### config.mk
export PLATFORM = sky130hd
export DESIGN_NAME = acc_fp_norm_pipe
export DESIGN_NICKNAME = d
export VERILOG_FILES = /design/src/rtl/acc_fp_norm_pipe.sv
export SDC_FILE = /design/constraint.sdc
export NUM_CORES = 1
export LEC_CHECK = 0
export BUFFER_PORTS_ARGS = -buffer_cell sky130_fd_sc_hd__buf_2
export CAP_MARGIN = 5
export CORE_MARGIN = 5
export CORE_UTILIZATION = 55
export DETAILED_ROUTE_END_ITERATION = 6
export PLACE_DENSITY_LB_ADDON = 0.2
export SYNTH_ARGS = -nofsm -noshare
export SYNTH_HDL_FRONTEND = slang
export SYNTH_SLANG_ARGS = --single-unit
### constraint.sdc
create_clock -name clk -period 3.75 [get_ports clk]
set_clock_uncertainty 0.2 [all_clocks]
set_input_delay 0.75 -clock clk [delete_from_list [all_inputs] [get_ports clk]]
set_output_delay 0.75 -clock clk [all_outputs]
set_load 0.02 [all_outputs]
### src/rtl/acc_fp_norm_pipe.sv
// rtl/acc_fp_norm_pipe.sv - two-stage accumulator-to-float normaliser (optional RNE via ACC_FP_NORM_RNE_EN)
module acc_fp_norm_pipe #(
    parameter int EXP_W  = 4,
    parameter int FRAC_W = 11,
    parameter int ACC_W  = 16
) (
    input  logic                      clk,
    input  logic                      rst,
    input  logic                      in_valid,
    output logic                      in_ready,
    input  logic [1:0]                in_sgn,
    input  logic [EXP_W-1:0]          in_exp,
    input  logic [ACC_W:0]            in_man,
    output logic                      out_valid,
    input  logic                      out_ready,
    output logic [EXP_W+FRAC_W:0]     out_result,
    output logic [2:0]                out_flags
);

    localparam int OUT_W = 1 + EXP_W + FRAC_W;
    localparam int LZ_W  = (ACC_W > 1) ? $clog2(ACC_W) : 1;
    // Exponent arithmetic width: wide enough that in_exp - lzc (+1) never wraps.
    localparam int E_W   = ((EXP_W > LZ_W) ? EXP_W : LZ_W) + 2;
    // Number of norm_ext bits below the kept mantissa (guard + sticky + padding).
    localparam int RND_W = ACC_W - FRAC_W;

    localparam logic [ACC_W-1:0]      ONE_A  = {{(ACC_W-1){1'b0}}, 1'b1};
    localparam logic signed [E_W-1:0] E_ZERO = '0;
`ifdef ACC_FP_NORM_RNE_EN
    localparam logic signed [E_W-1:0] E_MAX  = E_W'((2 ** EXP_W) - 1);
`endif

    // Handshake control
    logic s1_valid;
    logic s2_valid;
    logic s1_en;
    logic s2_en;

    assign s2_en     = !s2_valid || out_ready;
    assign s1_en     = !s1_valid || s2_en;
    assign in_ready  = s1_en;
    assign out_valid = s2_valid;

    // Stage 1 combinational: magnitude and leading-zero count
    logic [ACC_W-1:0] in_low;
    logic [ACC_W-1:0] mag_c;
    logic [LZ_W-1:0]  lzc_c;

    // Magnitude modulo 2^ACC_W, then find the highest set bit (higher index wins).
    always_comb begin
        in_low = in_man[ACC_W-1:0];
        mag_c  = in_man[ACC_W] ? (~in_low + ONE_A) : in_low;
        lzc_c  = '0;
        for (int i = 0; i < ACC_W; i++) begin
            if (mag_c[i]) begin
                lzc_c = LZ_W'(ACC_W - 1 - i);
            end
        end
    end

    // Stage 1 registers
    logic [ACC_W-1:0] s1_mag;
    logic [LZ_W-1:0]  s1_lzc;
    logic [EXP_W-1:0] s1_exp;
    logic             s1_neg;
    logic [1:0]       s1_sgn;

    // Stage 1 capture: load a new beat whenever stage 1 is free or draining.
    always_ff @(posedge clk) begin
        if (rst) begin
            s1_valid <= 1'b0;
            s1_mag   <= '0;
            s1_lzc   <= '0;
            s1_exp   <= '0;
            s1_neg   <= 1'b0;
            s1_sgn   <= '0;
        end else if (s1_en) begin
            s1_valid <= in_valid;
            if (in_valid) begin
                s1_mag <= mag_c;
                s1_lzc <= lzc_c;
                s1_exp <= in_exp;
                s1_neg <= in_man[ACC_W];
                s1_sgn <= in_sgn;
            end
        end
    end

    // Stage 2 combinational: shift, exponent, sign and special cases
    logic [ACC_W-1:0]      norm_c;
    logic [ACC_W+1:0]      norm_ext_c;
    logic [FRAC_W:0]       m_c;
    logic signed [E_W-1:0] e_c;
    logic                  is_zero_c;
    logic                  sign_c;
    logic [OUT_W-1:0]      res_c;
    logic [2:0]            flags_c;
`ifdef ACC_FP_NORM_RNE_EN
    logic                  guard_c;
    logic                  sticky_c;
    logic                  round_up_c;
    logic [FRAC_W+1:0]     m_r_c;
    logic                  carry_c;
    logic signed [E_W-1:0] e_r_c;
    logic                  unused_rnd;
`else
    logic                  unused_rem;
`endif

    // Normalise the registered magnitude and build the packed float plus flags.
    always_comb begin
        norm_c     = s1_mag << s1_lzc;
        // Two zero pads keep the guard/sticky slices legal when ACC_W == FRAC_W+1.
        norm_ext_c = {norm_c, 2'b00};
        m_c        = norm_ext_c[ACC_W+1 -: FRAC_W+1];
        e_c        = $signed(E_W'(s1_exp)) - $signed(E_W'(s1_lzc));
        is_zero_c  = (s1_mag == '0);
        sign_c     = (is_zero_c && s1_sgn[1]) ? 1'b0 : (s1_sgn[0] ^ s1_neg);
        res_c      = '0;
        flags_c    = '0;
`ifdef ACC_FP_NORM_RNE_EN
        guard_c    = norm_ext_c[RND_W];
        sticky_c   = |norm_ext_c[RND_W-1:0];
        round_up_c = guard_c && (sticky_c || m_c[0]);
        m_r_c      = {1'b0, m_c} + {{(FRAC_W+1){1'b0}}, round_up_c};
        // A carry leaves the fraction bits all zero, i.e. 1.0 at the next exponent.
        carry_c    = m_r_c[FRAC_W+1];
        e_r_c      = e_c + $signed({{(E_W-1){1'b0}}, carry_c});
        unused_rnd = m_r_c[FRAC_W];
        if (is_zero_c) begin
            res_c   = {sign_c, {(EXP_W+FRAC_W){1'b0}}};
            flags_c = 3'b001;
        end else if (e_c <= E_ZERO) begin
            res_c   = '0;
            flags_c = 3'b011;
        end else if (e_r_c > E_MAX) begin
            res_c   = {sign_c, {(EXP_W+FRAC_W){1'b1}}};
            flags_c = 3'b100;
        end else begin
            res_c   = {sign_c, e_r_c[EXP_W-1:0], m_r_c[FRAC_W-1:0]};
            flags_c = 3'b000;
        end
`else
        // Truncation discards the remainder and the implied leading one.
        unused_rem = ^{norm_ext_c[RND_W:0], m_c[FRAC_W]};
        if (is_zero_c) begin
            res_c   = {sign_c, {(EXP_W+FRAC_W){1'b0}}};
            flags_c = 3'b001;
        end else if (e_c <= E_ZERO) begin
            res_c   = '0;
            flags_c = 3'b011;
        end else begin
            res_c   = {sign_c, e_c[EXP_W-1:0], m_c[FRAC_W-1:0]};
            flags_c = 3'b000;
        end
`endif
    end

    // Stage 2 registers
    logic [OUT_W-1:0] s2_result;
    logic [2:0]       s2_flags;

    // Stage 2 capture: hold while the downstream stalls, otherwise take stage 1.
    always_ff @(posedge clk) begin
        if (rst) begin
            s2_valid  <= 1'b0;
            s2_result <= '0;
            s2_flags  <= '0;
        end else if (s2_en) begin
            s2_valid <= s1_valid;
            if (s1_valid) begin
                s2_result <= res_c;
                s2_flags  <= flags_c;
            end
        end
    end

    assign out_result = s2_result;
    assign out_flags  = s2_flags;

endmodule

Word level (Yosys, flattened, before mapping)
Cells that the tools add are included.
Widths: inputs -> output; s select.
{"block": "totals", "latch_bits": 0, "in_bits": 27, "rom_bits": 0, "out_inout_bits": 21, "register_bits": 48, "n_memories": 0, "wordCells": 45, "ramBits": 0}
{"block": "classes", "bitwise_logic": 2, "n_addsub": 2, "div": 0, "n_shift": 1, "eq_ne": 0, "n_mul": 0, "n_reduce_logical": 8, "n_lt_le_gt_ge": 1, "mux": 22}
{"op": "$mux 4", "count": 16}
{"op": "$mux 16", "count": 3}
{"op": "$add 16x1->16 const B", "count": 1}
{"op": "$logic_not 16->1", "count": 1}
{"op": "$not 16->16", "count": 1}
{"op": "$shl 16x4->15", "count": 1}
{"op": "$le 5x1->1 const B", "count": 1}
{"op": "$sub 4x4->5", "count": 1}
{"op": "$mux 2", "count": 2}
{"op": "$reduce_and 2->1", "count": 2}
{"op": "$logic_not 1->1", "count": 2}
{"op": "$logic_or 1x1->1", "count": 2}
{"op": "$logic_and 1x1->1", "count": 1}
{"op": "$mux 1", "count": 1}
{"op": "$xor 1x1->1", "count": 1}

Depth between registers and ports, before layout
Gate-level depths: netlist (run 1).
{"block": "depth", "word_depth": 19, "ltp_mapped": 11, "mapped_depth_nobuf": 9}

Worst setup path after synthesis (run 1)
No wires, ideal clock.
{"block": "synth_timing", "path_type": "register to register", "startpoint": "register s1_lzc[1]", "endpoint": "register s2_result[12], in the netlist out_result[12]", "synth_period_minus_slack_ns": 2.918, "stages_incl_launch_ff": 12, "path_buffers": 3, "arrival_time_ns": 2.590, "setup_ns": 0.128, "slack_ns": 0.832, "t_required_ns": 3.422, "path_cell_list": "dfxtp_1 buf_1 clkbuf_1 inv_1 ha_1 a21oi_1 o21bai_1 xor2_1 o311a_1 clkbuf_1 a22oi_1 nor2_1"}
{"block": "synth_via", "elab_chain_len": 4}
{"element": "from (decl)", "line_no": "63", "rtl": "logic [LZ_W-1:0] s1_lzc;"}
{"element": "from (signal assigned)", "line_no": "81", "rtl": "s1_lzc <= lzc_c;"}
{"element": "$sub 4x4->5 (*)", "line_no": "116", "rtl": "e_c = $signed(E_W'(s1_exp)) - $signed(E_W'(s1_lzc));"}
{"element": "$le 5x1->1", "line_no": "149", "rtl": "end else if (e_c <= E_ZERO) begin"}
{"element": "$mux 16 (*)", "line_no": "149"}
{"element": "$mux 16 (*)", "line_no": "146", "rtl": "if (is_zero_c) begin"}
{"element": "to (signal assigned)", "line_no": "172", "rtl": "s2_result <= res_c;"}
{"element": "to (decl)", "line_no": "160", "rtl": "logic [OUT_W-1:0] s2_result;"}
Mark *: on every way between the ends. The rest lies on a longest branch, timed or not.
A chain may end at the register's enable or synchronous reset.

Worst setup path after layout (run 1)
{"block": "layout_timing", "startpoint": "input port in_man[0]", "endpoint": "register s1_lzc[0]"}
{"block": "layout_via", "elab_chain_len": 19}
{"element": "from (decl)", "line_no": "13", "rtl": "input logic [ACC_W:0] in_man,"}
{"element": "$not 16->16", "line_no": "52", "rtl": "mag_c = in_man[ACC_W] ? (~in_low + ONE_A) : in_low;"}
{"element": "$add 16x1->16", "line_no": "52"}
{"element": "$mux 16 (*)", "line_no": "52"}
{"element": "$mux 4 (15 in a row)", "line_no": "55", "rtl": "if (mag_c[i]) begin"}
{"element": "$mux 4 (*)", "line_no": "55"}
Marked as above.

==> qor.csv, run 1 <==
metric;value;unit
clock_latency;0.29;ns
cp_cell_sequence;buf_2 -> inv_1 -> ha_1 -> or3b_2 -> nand2_1 -> xnor2_1 -> o2bb2ai_1 -> o21ai_0 -> a311oi_1 -> o22ai_1;
p_comb_frac;0.271;
nNetsFinal;479;
cts_tree;done;
cts_hold_buffers;0;
drc_errors;0;
die_height;86.67;um
max_stage_delay;0.53;ns
grt_max_degree;39;
hold_depth;2;
critPathCaptureType;flip-flop;
power_density;332.5;mW/mm^2
crit_arrival;2.87;ns
switchingPower;0.3768;mW
utilization;0.6110;
ant_nets;0;
initialDrtViolationCount;120;
synth-edff-count;0;
synth_ff_type;dfxtp_1;
relSlewSlack;0.5658;
synth_area_leaders;dfxtp_1 29%, mux2i_1 6.5%, nand2_1 6.3%, a21oi_1 5.3%, nor2_1 5.1%;
cts_root_buffer;clkbuf_8;
maxSlewViolCount;0;
cts_buffers;5;
reg2reg_from;s1_lzc[3]$_SDFFE_PP0P_;
antenna_found_initial;0;
r2r_end;out_result[0]$_SDFFE_PP0P_;
p_int;0.8048;mW
cts.sinks;47;
via_count;3009;
hp-class;reg2reg;
seqPwrFrac;0.467;
postCtsSetupRepairBufs;0;
firstDrtPassIters;4;
clockPowerShare;0.262;
reg2reg_depth;6;
fmax;344.1;MHz
post_synth.cell_area_avg;7.661;sq um
dpl.hpwl;5.807;mm
viasPerCell;5.775;
period_share;0.7749;
grt_usage;0.1987;
grt_pass1_vias;2691;
yosys_warnings;0;
p_leak;1.420;nW
crit_path_top_delay_cell;or3b_2;
critPathLaunchType;input pin;
clk_pin_slew;0.09;ns
ys_types;62;
initial_core_util;0.5559;
r2r_slack;0.91;ns
cts_buffer_depth;2;
synth_top_area_cell;dfxtp_1;
drive_gt1_frac;0.1749;
core;0.005816;sq mm
cts_resized;0;
synth_top_area_frac;0.2910;
async_reset_ff_frac;0;
die_area;0.007512;sq mm
status;completed;
rows;28;
ys_seq_area_frac;0.2910;
cp_max_fo;12;
holdCritStartpoint;out_result[13]$_SDFFE_PP0P_;
syn-cell-area;0.003233;sq mm
max_cap_violations;0;
period_needed;2.906;ns
final_common_cell;nand2_1;
rsz0062_at_grt;no;
htree_num_levels;2;
cp.required;3.71;ns
io_buffers;46;
hold_viol_final;0;
ys_seq_elements;47;
gr-total-overflow;0;
gp_congestion;0.9447;
tightest_slew;0.6431;ns
ir_drop;0.1745;mV
hold_end;out_result[13]$_SDFFE_PP0P_;
avgRoutedWirePerCell;14.45;um
setup_violations;0;
path_class;in2reg;
synth.net_count;455;
die_x;86.67;um
grt_pass1_wl;12.41;mm
switching_share;0.3189;
syn_inst;422;
area_growth;9.907;%
final_cell_mix;54 x nand2_1, 47 x dfxtp_1, 46 x buf_2;
diodes;0;
pin_count;48;
totalNegativeSetupSlack;0;ns
wl;7.528;mm
-- cell usage after synthesis (5+ instances only) --
master    number
nand3_1        7
mux2i_1       21
nor4_1         6
ha_1           5
nand2_1       54
dfxtp_1       47
xor2_1        11
inv_1         11
mux2_2         8
o31ai_1        5
a22oi_1        7
o21ai_0       19
xnor2_1        8
nor3_1        11
a21oi_1       34
nor2_1        44
buf_1          8
clkbuf_1      22
a211oi_1      18
-- power by group through the flow --
stage / registers (mW) / logic [mW] / clock network (mW)
after floorplan: 0.571 / 0.232 / 0
after global placement: 0.563 / 0.314 / 0
after detailed placement: 0.564 / 0.318 / 0
after CTS: 0.553 / 0.320 / 0.317
after global routing: 0.558 / 0.358 / 0.334
final: 0.552 / 0.320 / 0.309
-- worst max-delay path by stage --
stage | endpoint | depth (start not counted) | slack, ns | startpoint
after floorplan | out_result[12]$_SDFFE_PP0P_ | 11 | 0.83 | s1_lzc[1]$_SDFFE_PP0P_
after global placement | s1_lzc[0]$_SDFFE_PP0P_ | 10 | 0.60 | in_man[0]
after detailed placement | s1_lzc[0]$_SDFFE_PP0P_ | 10 | 0.55 | in_man[0]
after CTS | s1_lzc[0]$_SDFFE_PP0P_ | 10 | 0.87 | in_man[0]
after global routing | s1_lzc[0]$_SDFFE_PP0P_ | 10 | 0.68 | in_man[0]
final | s1_lzc[0]$_SDFFE_PP0P_ | 10 | 0.84 | in_man[0]
-- state kept, by name, indices dropped and copies added, names as in the netlist --
signal	count
out_flags	2
out_result	16
out_valid	1
s1_exp	4
s1_lzc	4
s1_mag	16
s1_neg	1
s1_sgn	2
s1_valid	1
-- worst max-delay path: cells and delay by family --
family	cells	cell delay [ns]
and+or+nand+nor	2	0.63
xor gates and xnor gates	1	0.16
buffers and inverters	2	0.25
AOI/OAI and AO/OA	4	0.68
adders and majority gates	1	0.39
-- layer usage --
layer	up-vias	track usage	part of all wire
li1	1572	-	-
met1	1362	0.2598	0.48
met2	62	0.3435	0.47
met3	13	0.03042	0.040
met4	0	0.04674	0.016
met5	-	0	0
-- per-stage QoR --
stage               hold slack [ns]  cell area (sq um)  power, mW  instances  worst slack [ns]
finish                       0.2542               3553      1.182        521            0.8439
detailed placement           0.2436               3462     0.8826        514            0.5544
global route                 0.2766               3553      1.249        521            0.6814
CTS                          0.2571               3553      1.190        521            0.8660
global placement             0.2378               3462     0.8766        514            0.6029
floorplan                    0.2329               3233     0.8034        422            0.8325
-- layout make-up --
type | instances | area [sq um]
timing repair buffer | 53 | 282.8
tap | 75 | 93.84
multi-input combinational | 326 | 2096
sequential | 47 | 940.9
clock inverter | 1 | 8.758
fill | 581 | 2262
clock buffer | 6 | 82.58
inverter | 13 | 48.80
-- logic make-up after synthesis --
logic type / share of synthesized area
XOR/XNOR: 0.05147
other: 0.001160
AND/OR/NAND/NOR: 0.2140
flip-flops: 0.2910
buffers and inverters: 0.06192
multiplexers: 0.09288
adder cells (fa/ha/maj): 0.02554
AO/OA/AOI/OAI: 0.2620
(Power assumes the default switching activity.)
==> run 2, diff against run 1 <==
clock period = 2.8 ns   (was 3.75 ns; I/O delays follow)
==> run 2 against run 1 <==
Compared with the run above: routed wire length grew 6.0%; register-to-register slack got worse by 0.56 ns; via count rose by 5.0%; clock power increased by 34%.
==> qor.csv, run 2 (same netlist as run 1, synthesis figures left out) <==
metric;value;unit
status;completed;
period_share;0.8890;
critPathLaunchType;input pin;
antenna_found_initial;0;
hold_depth;2;
tightest_slew;0.5873;ns
pin_count;48;
wl;7.976;mm
grt_pass1_vias;2991;
hold_viol_final;0;
ir_drop;0.2209;mV
drc_errors;0;
maxSlewViolCount;0;
die_height;86.67;um
max_cap_violations;0;
postLayoutCellArea;0.003720;sq mm
cts_tree;done;
r2r_slack;0.35;ns
cts_resized;0;
die_x;86.67;um
hold_ws;0.2547;ns
crit_arrival;2.54;ns
grt_use_met1;0.2605;
fmax;401.7;MHz
placedInstanceArea;0.003627;sq mm
rsz0062_at_grt;no;
firstDrtPassIters;4;
final_cells;544;
initialDrtViolationCount;143;
nFillCells;572;
drive_gt1_frac;0.2154;
nNetsFinal;501;
cp_max_fo;6;
postCtsSetupRepairBufs;0;
io_buffers;46;
gp_congestion;0.8787;
cts.sinks;47;
clk_pin_slew;0.09;ns
path_class;in2reg;
period_needed;2.489;ns
critPathCaptureType;flip-flop;
die_area;0.007512;sq mm
core;0.005816;sq mm
viasPerCell;5.805;
reg2reg_depth;8;
area_growth;15.05;%
cts_buffers;5;
cts_hold_buffers;0;
busiest_layer;met2;
grt_usage;0.2164;
rows;28;
ant_nets;0;
cts_root_buffer;clkbuf_8;
total_power;1.606;mW
hp-class;reg2reg;
setup_violations;0;
p_leak;1.520;nW
dpl.hpwl;6.212;mm
gr-total-overflow;0;
cts_buffer_depth;2;
met3_usage;0.03802;
grt_max_degree;39;
initial_core_util;0.5559;
final_cell_mix;54 x nand2_1, 47 x dfxtp_1, 46 x buf_2;
clock_latency;0.31;ns
avgRoutedWirePerCell;14.66;um
grt_pass1_wl;13.34;mm
multi_input_area;0.002096;sq mm
via_count;3158;
final_common_cell;nand2_1;
power_density;431.6;mW/mm^2
grtUsageMet2;0.3811;
htree_num_levels;2;
cp.required;2.85;ns
ff_latch_area;940.9;sq um
totalNegativeSetupSlack;0;ns
dp.cells;536;
diodes;0;
relSlewSlack;0.6035;
==> run 2: cell count changes in the layout (fill, tap and decap cells not counted) <==
cell	delta
clkinvlp_4	+2
buf_4	+22
clkbuf_8	-1
==> run 2: final timing paths <==
path / from / to
setup / recovery: in_man[3] / s1_lzc[2]$_SDFFE_PP0P_
hold / removal: out_result[13]$_SDFFE_PP0P_ / out_result[13]$_SDFFE_PP0P_
setup reg to reg: s1_exp[0]$_SDFFE_PP0P_ / out_result[0]$_SDFFE_PP0P_
hold reg to reg: out_result[13]$_SDFFE_PP0P_ / out_result[13]$_SDFFE_PP0P_
==> run 2: final cells by class <==
cell class | count | area share
multi-input cells | 326 | 0.5634
repair buffers | 75 | 0.1204
clock buffers | 5 | 0.01850
flip-flops and latches | 47 | 0.2529
well taps | 75 | 0.02523
clock inverters | 3 | 0.006391
inverters | 13 | 0.01312
==> run 2: through the flow <==
stage,worst slack (ns),util
floorplan,0.007805,-
global placement,0.05833,0.6237
detailed placement,0.004194,0.6237
CTS,0.3245,0.6396
global route,0.1395,0.6396
finish,0.3107,0.6396
==> run 2: routing by layer <==
metal	vias to the layer above	share of wire
li1	1619	-
met1	1454	0.45
met5	-	0
met3	13	0.047
met4	0	0.016
met2	72	0.49
==> run 2: where the power goes <==
group          switching (mW)  total [mW]  internal, mW
clock network           0.236       0.415         0.179
registers              0.0321       0.741         0.709
logic                   0.264       0.450         0.186
==> run 2: worst max-delay path: stages <==
cell and delay (ns):
buf_2 0.14, nor4_4 0.44, nand4_2 0.25, o31a_2 0.34, xnor2_1 0.31, nand2_1 0.12
nor3_1 0.21, a22o_1 0.16
==> run 3, diff against run 2 <==
clock period = 2.5 ns   (was 2.8 ns; I/O delays follow)
==> run 3 against run 2 <==
Compared with the run above: sequential power increased by 12%; critical path type is now reg2reg; combinational power rose by 21%; highest routed layer unchanged; setup slack worse by 0.22 ns; clock-buffer cell count rose by 1; power increased by 22%; non-clock buffer count up 22; global-route usage down 0.25 points; clock power grew 41%; design area is 6.5% higher; die area unchanged; largest power group unchanged.
==> qor.csv, run 3 (same netlist as run 1, synthesis figures left out) <==
metric;value;unit
fin_ws;0.09357;ns
rsz0062_at_grt;yes;
initialDrtViolationCount;173;
ant_nets;0;
dpl.hpwl;6.288;mm
ir_drop;0.2953;mV
nFillCells;548;
viasPerCell;5.686;
final_common_cell;nand2_1;
placedInstanceArea;0.003797;sq mm
cts_hold_buffers;0;
cp_max_fo;4;
path_class;reg2reg;
grt_usage;0.2139;
crit_family;compound AO/OA/AOI/OAI gates;
core;0.005816;sq mm
cts_buffer_depth;2;
cts_root_buffer;clkbuf_8;
cts_tree;done;
relSlewSlack;0.5947;
clockPowerShare;0.299;
die_area;0.007512;sq mm
grt_max_degree;39;
wl;8.020;mm
pin_count;48;
switchingPower;0.5983;mW
setup_violations;0;
drive_gt1_frac;0.2648;
cts_buffers;5;
rows;28;
dp.cells;557;
final_cells;566;
p_int;1.364;mW
via_count;3218;
io_buffers;46;
crit_path_top_delay_cell;or3_1;
period_needed;2.406;ns
seqPwrFrac;0.424;
hold_viol_final;0;
max_stage_delay;0.36;ns
die_x;86.67;um
p_comb_frac;0.277;
drc_errors;0;
critPathLaunchType;flip-flop;
hp-class;in2reg;
initial_core_util;0.5559;
power_density;495.4;mW/mm^2
nNetsFinal;523;
grt_pass1_vias;2909;
htree_num_levels;2;
clk_pin_slew;0.09;ns
cts.sinks;47;
cp.required;2.53;ns
postLayoutCellArea;0.003961;sq mm
critPathBufInv;2;
diodes;0;
status;completed;
switching_share;0.3049;
cp_cell_sequence;inv_1 -> ha_1 -> a21oi_1 -> o21bai_1 -> xor2_1 -> o311ai_0 -> buf_4 -> or3_1 -> a21oi_2;
final_cell_mix;54 x nand2_1, 51 x buf_4, 47 x dfxtp_1;
max_cap_violations;0;
gr-total-overflow;0;
antenna_found_initial;0;
fmax;415.6;MHz
clock_latency;0.30;ns
critPathCaptureType;flip-flop;
firstDrtPassIters;4;
crit_arrival;2.44;ns
pre_cts_ws;-0.2042;ns
avgRoutedWirePerCell;14.17;um
period_share;0.9626;
gp_congestion;0.9008;
maxSlewViolCount;0;
die_height;86.67;um
p_leak;1.656;nW
tightest_slew;0.6079;ns
grt_pass1_wl;13.20;mm
area_growth;22.52;%
## run 3: changes by cell type in the layout (fill, tap and decap cells not counted), sizes merged
cell and delta:
clkinvlp -2, bufinv +1, buf +22, clkbuf +1
## run 3: routing by layer
metal,wire length (um),share of wire,GRT usage,vias to the layer above
met4,117,0.015,0.06516,0
met5,0,0,0,-
li1,-,-,-,1659
met3,333,0.042,0.03327,12
met2,3987,0.50,0.3783,73
met1,3581,0.45,0.2659,1474
## run 3: worst paths after layout
kind,startpoint,end,slack (ns),depth (start not counted)
hold reg to reg,out_result[2]$_SDFFE_PP0P_,out_result[2]$_SDFFE_PP0P_,0.25,2
setup reg to reg,s1_lzc[1]$_SDFFE_PP0P_,out_result[1]$_SDFFE_PP0P_,0.09,9
setup / recovery,s1_lzc[1]$_SDFFE_PP0P_,out_result[1]$_SDFFE_PP0P_,0.09,9
hold / removal,in_exp[0],s1_exp[0]$_SDFFE_PP0P_,0.22,3
## run 3: cell type report
cell class              count  area [sq um]  share of cell area
multi-input cells         326          2143              0.5411
flip-flops and latches     47         940.9              0.2375
repair buffers             97         613.1              0.1548
well taps                  75         93.84             0.02369
clock buffers               6         82.58             0.02085
inverters                  13         48.80             0.01232
clock inverters             2         38.79            0.009792
## run 3: tightest hold or removal path, stage by stage
cell and delay [ns]:
buf_2 0.09, nand2_1 0.05, a21oi_1 0.05
## run 3: repair_timing
action                                  4_1_cts  5_1_grt
setup buffers                                 0        1
gates resized for setup                       0        6
endpoints found under the setup margin        0        7
## run 3: power by group through the flow
stage | clock network (mW) | registers, mW | logic, mW
6_report | 0.586 | 0.832 | 0.544
5_1_grt | 0.626 | 0.837 | 0.602
2_1_floorplan | 0 | 0.857 | 0.353
3_5_place_dp | 0 | 0.848 | 0.529
3_3_place_gp | 0 | 0.845 | 0.517
4_1_cts | 0.598 | 0.831 | 0.532
## run 3: stage by stage
| stage | util | setup TNS, ns | power (mW) | hold WS, ns |
|---|---|---|---|---|
| after floorplan | - | -0.02781 | 1.210 | 0.2329 |
| after global placement | 0.6530 | -0.5811 | 1.362 | 0.2355 |
| after detailed placement | 0.6530 | -0.9337 | 1.377 | 0.2418 |
| after CTS | 0.6738 | 0 | 1.961 | 0.2251 |
| after global routing | 0.6812 | -0.1173 | 2.065 | 0.2248 |
| final | 0.6812 | 0 | 1.962 | 0.2249 |
